--- config.mk ---
export PLATFORM = sky130hd
export DESIGN_NAME = regfile_wb_arbiter
export DESIGN_NICKNAME = d
export VERILOG_FILES = /design/src/rtl/regfile_wb_arbiter.sv
export SDC_FILE = /design/constraint.sdc
export NUM_CORES = 1
export LEC_CHECK = 0
export ABC_AREA = 0
export CORE_ASPECT_RATIO = 0.6
export CORE_UTILIZATION = 46
export DETAILED_ROUTE_END_ITERATION = 16
export PLACE_DENSITY = 0.81
export SLEW_MARGIN = 20
export SYNTH_ARGS = -nofsm -noshare
export SYNTH_HDL_FRONTEND = slang
export SYNTH_SLANG_ARGS = --single-unit
export TNS_END_PERCENT = 100
--- constraint.sdc ---
create_clock -name clk -period 3.6 [get_ports clk]
set_input_delay 0.72 -clock clk [delete_from_list [all_inputs] [get_ports clk]]
set_output_delay 0.72 -clock clk [all_outputs]
set_load 0.02 [all_outputs]
--- src/rtl/regfile_wb_arbiter.sv ---
// Register-file write-port arbiter: pipeline > long-latency FIFO head > debug,
// with a busy scoreboard for outstanding long-latency results and a starvation flag.
module regfile_wb_arbiter #(
    parameter int DEPTH        = 2,
    parameter int STARVE_LIMIT = 4,
    parameter int DW           = 32,
    parameter int AW           = 5
) (
    input  logic              clk,
    input  logic              rst_n,
    input  logic              en,
    input  logic              p_valid,
    input  logic [AW-1:0]     p_req_w,
    input  logic [DW-1:0]     p_data,
    input  logic              l_valid,
    output logic              l_ready,
    input  logic [AW-1:0]     l_req_w,
    input  logic [DW-1:0]     l_data,
    input  logic              d_valid,
    output logic              d_ready,
    input  logic [AW-1:0]     d_req_w,
    input  logic [DW-1:0]     d_data,
    input  logic              sb_set,
    input  logic [AW-1:0]     sb_set_reg,
    output logic [(1<<AW)-1:0] sb_busy,
    output logic              p_stall,
    output logic              err_waw,
    output logic              rf_w_en,
    output logic [AW-1:0]     rf_req_w,
    output logic [DW-1:0]     rf_data_w
);

    localparam int NREG = 1 << AW;
    localparam int PW   = $clog2(DEPTH);
    localparam int CW   = PW + 1;
    localparam int SW   = $clog2(STARVE_LIMIT + 1);

    typedef struct packed {
        logic [AW-1:0] req_w;
        logic [DW-1:0] data;
    } entry_t;

    entry_t            mem [DEPTH];
    entry_t            head;
    logic [PW-1:0]     rd_ptr, wr_ptr;
    logic [CW-1:0]     count;
    logic [SW-1:0]     starve_cnt, starve_next;
    logic [NREG-1:0]   busy_set, busy_clr, busy_next;
    logic              p_write, fifo_empty, head_grant, enq, d_write;

    assign head       = mem[rd_ptr];
    assign p_write    = p_valid && (p_req_w != '0);
    assign fifo_empty = (count == '0);

    // Grants and handshakes are all gated by rst_n so nothing is written in a reset cycle.
    assign head_grant = rst_n && en && !p_write && !fifo_empty;
    assign l_ready    = rst_n && en && (count < CW'(DEPTH));
    assign d_ready    = rst_n && en && !p_write && fifo_empty;
    assign enq        = l_valid && l_ready && (l_req_w != '0);
    assign d_write    = d_valid && d_ready && (d_req_w != '0);

    // NOTE: every always_comb output gets a default first so no latch is inferred.
    always_comb begin
        rf_w_en   = 1'b0;
        rf_req_w  = '0;
        rf_data_w = '0;
        if (rst_n && en && p_write) begin
            rf_w_en   = 1'b1;
            rf_req_w  = p_req_w;
            rf_data_w = p_data;
        end else if (head_grant) begin
            rf_w_en   = 1'b1;
            rf_req_w  = head.req_w;
            rf_data_w = head.data;
        end else if (d_write) begin
            rf_w_en   = 1'b1;
            rf_req_w  = d_req_w;
            rf_data_w = d_data;
        end
    end

    always_comb begin
        starve_next = starve_cnt;
        if (fifo_empty || head_grant)
            starve_next = '0;
        else if (p_write && (starve_cnt != SW'(STARVE_LIMIT)))
            starve_next = starve_cnt + 1'b1;
    end

    // Set wins over clear when both target the same register; r0 never reads busy.
    always_comb begin
        busy_set     = (sb_set && (sb_set_reg != '0)) ? (NREG'(1) << sb_set_reg) : '0;
        busy_clr     = head_grant ? (NREG'(1) << head.req_w) : '0;
        busy_next    = (sb_busy & ~busy_clr) | busy_set;
        busy_next[0] = 1'b0;
    end

    always_ff @(posedge clk) begin
        if (!rst_n) begin
            rd_ptr     <= '0;
            wr_ptr     <= '0;
            count      <= '0;
            starve_cnt <= '0;
            p_stall    <= 1'b0;
            err_waw    <= 1'b0;
            sb_busy    <= '0;
        end else if (en) begin
            if (enq)        wr_ptr <= wr_ptr + 1'b1;
            if (head_grant) rd_ptr <= rd_ptr + 1'b1;
            count      <= count + CW'(enq) - CW'(head_grant);
            starve_cnt <= starve_next;
            p_stall    <= (starve_next == SW'(STARVE_LIMIT));
            if (p_write && sb_busy[p_req_w])
                err_waw <= 1'b1;
            sb_busy    <= busy_next;
        end
    end

    // NOTE: FIFO storage is deliberately not reset; the pointers and count define validity.
    always_ff @(posedge clk) begin
        if (enq)
            mem[wr_ptr] <= '{req_w: l_req_w, data: l_data};
    end

endmodule
==> results of run 1 <==
[final timing paths]
| kind | from | to | slack (ps) | depth (start not counted) |
|---|---|---|---|---|
| worst max-delay path | p_req_w[2] | rf_data_w[17] | 20 | 9 |
| worst max register to register | flop | sb_busy[11] | 1370 | 4 |
| worst min register to register | p_stall | p_stall | 500 | 2 |
| worst min-delay path | p_stall | p_stall | 500 | 2 |
[final cells by class]
type / instances / area (um2)
repair buffers: 241 / 2300
clock inverters: 3 / 15.0
inverters: 13 / 48.8
fillers: 837 / 3310
clock buffers: 29 / 563
well taps: 165 / 206
multi-input cells: 366 / 2660
flip-flops and latches: 115 / 3040
[per-layer routing]
layer	part of all wire, %	routed length, um	track usage, %	up-vias
li1	-	-	-	2438
met1	45	8580	39.6	2592
met2	44	8510	43.9	295
met3	9.2	1760	7.04	34
met4	1.7	332	10.3	0
met5	0	0	0	-
[through the flow]
stage | TNS (ps) | power, mW | std cells
6_report | 0 | 3.50 | 932
5_1_grt | -185 | 3.59 | 932
4_1_cts | -106 | 3.49 | 930
3_5_place_dp | -14820 | 1.90 | 895
3_3_place_gp | -13500 | 1.89 | 895
2_1_floorplan | -4430 | 1.63 | 525
[logic make-up after synthesis]
| kind of cell | Yosys count | share of synthesized area, % |
|---|---|---|
| flops | 115 | 52.6 |
| xor+xnor | 4 | 0.605 |
| fa+ha+maj | 4 | 0.865 |
| mux | 52 | 10.9 |
| compound gates | 122 | 16.5 |
| simple gates | 183 | 15.0 |
| buf+inv | 44 | 3.50 |
| other cells | 1 | 0.0648 |
[Yosys cell counts (2+ instances only)]
master,instances,area [um2]
a221oi_1,33,289
nand3b_1,8,60.1
a21boi_0,26,195
edfxtp_1,74,2220
nand4_1,6,37.5
xor2_1,2,17.5
o21a_1,31,233
mux4_2,5,113
a21oi_1,7,35.0
a221o_1,4,40.0
nand3_1,5,25.0
nor4_1,5,31.3
buf_1,2,7.51
mux2_2,37,417
ha_1,4,50.1
buf_4,2,15.0
o21ai_0,3,15.0
mux2i_1,10,100
clkbuf_1,13,48.8
a41oi_1,2,17.5
buf_6,2,22.5
dfxtp_1,41,821
a2111oi_0,2,17.5
inv_1,13,48.8
o32ai_1,2,17.5
a21boi_1,2,15.0
buf_2,12,60.1
nor3_1,3,15.0
or3_1,2,12.5
or3b_2,2,17.5
o22ai_1,2,12.5
xnor2_1,2,17.5
or2_2,2,12.5
nand2b_1,3,18.8
or4_1,2,15.0
nor2_1,118,443
nor4_4,2,42.5
nand2_1,18,67.6
[registers in the layout, indices dropped and copies added, names as in the netlist, named ones only]
name / flops
count: 2
rd_ptr: 1
p_stall: 1
sb_busy: 31
mem: 74
starve_cnt: 3
wr_ptr: 1
err_waw: 1
[power groups by stage]
stage          Combinational, mW  Clock [mW]  Sequential (mW)
2_1_floorplan              0.167           0             1.47
3_3_place_gp               0.425           0             1.46
3_5_place_dp               0.436           0             1.46
4_1_cts                    0.423        1.63             1.44
5_1_grt                    0.468        1.69             1.44
6_report                   0.444        1.62             1.44
[critical path: stages]
cell and delay, ps:
clkdlybuf4s50_1 440, or4_4 570, o21a_4 240, nor3_4 170
buf_6 160, buf_12 150, a221oi_2 80, nor2_1 140
buf_4 170
[repair_timing]
item	4_1_cts	5_1_grt
gates resized for setup	151	36
gates cloned	1	2
buffers inserted	2	0
pin swaps	1	6
endpoints found under the hold margin	0	0
endpoints found under the setup margin	39	37
==> out/qor.txt, run 1 <==
Clock latency on the worst-skew pair -> 410 ps
Placed wire-length estimate -> 13400 um
Syn Inst Count -> 525
Crit. End Element -> output port
Initial antenna violation count -> 0
Final Cycle Share -> 99.5%
Final Skew -> 9.39 ps
Post-synthesis sequential area ratio -> 52.6%
CP startpoint kind -> primary input
Die area -> 0.0131 mm2
Sequential power share -> 41.1%
Internal cell power -> 2.71 mW
Root buffer cell -> clkbuf_16
Clk buf depth -> 2
# clock sinks -> 115
Post-synth cell types -> 54
Core Area -> 0.0121 mm2
Max-cap violations -> 0
Vias per cell -> 5.75
# nets final -> 881
CTS tree -> done
Leading cell type in the layout, fill and taps excluded -> clkdlybuf4s50_1
Post-DRT Antenna Nets -> 0
Num ports -> 197
EDFF count, synth -> 74
Worst slew pin tran -> 1120 ps
1st-iter DRT viols -> 459
Post-Place Setup Slack -> -477 ps
Worst hold path type -> flop to flop
Fraction of registers with async set/reset -> 0%
Crit Path Class -> primary input to output port
P_sw -> 0.787 mW
Status -> completed
CTS Buf Count -> 17
Worst Hold Slack -> 498 ps
Remaining DRCs -> 0
Final hold vios -> 0
Peak fanout along the critical path -> 9
Mapped Avg Cell Area -> 11.0 um2
Worst vdd ir -> 307 uV
Routability cong. -> 1.05
Pwr/cell area -> 396 mW/mm2
Layout cells sized above 1 -> 24.0%
Util after Layout -> 72.8%
H-tree depth reported by CTS -> 4
Combinational power share -> 12.7%
Syn nets -> 652
Most used DFF post-synth -> edfxtp_1
Die height -> 88.9 um
Setup slack after layout -> 16.8 ps
Largest net degree at the start of global routing -> 34
P&R area growth vs syn -> 52.6%
Clock share of power -> 46.2%
DP Area -> 0.00822 mm2
Switching Fraction -> 22.5%
Crit path time final -> 3580 ps
Die width -> 147 um
N_diodes -> 0
Leak pwr -> 3.29 nW
Unrepaired setup endpoints after global routing -> yes
Maximum clock frequency -> 279 MHz
Synth warn -> 0
Synth Cell Area -> 0.00579 mm2
IO buf count -> 195
Number of global-route vias before repair -> 5172
CTS Hold Bufs -> 0
Final Routed Wirelength -> 19200 um
Rows -> 31
Starting Density -> 47.7%
Seq cells post-synth -> 115
Highest-count cells in the layout ignoring fill and taps -> 156 x clkdlybuf4s50_1, 114 x nor2_1, 74 x edfxtp_1
1st-pass router iterations -> 7
Routed length per instance -> 20.6 um
Gr usage total -> 28.6%
Vias -> 5359
Remaining Overflow, GRT -> 0
Crit path DAT -> 2860 ps
Slew Limit Fails -> 0
First-pass GRT wire length -> 27800 um
Setup violators final -> 0
Worst-path clk slew -> 50 ps
Slew HR -> 25.0%
Critical Path RT -> 2880 ps
Final Instance Area -> 0.00883 mm2
Note: power is estimated with default switching activity, not from simulation.
==> run 2: changes to the inputs <==
Settings changed: HOLD_SLACK_MARGIN set to 0.08.
==> results of run 2 <==
No change in the layout: final DEF, timing and power equal those of run 1.
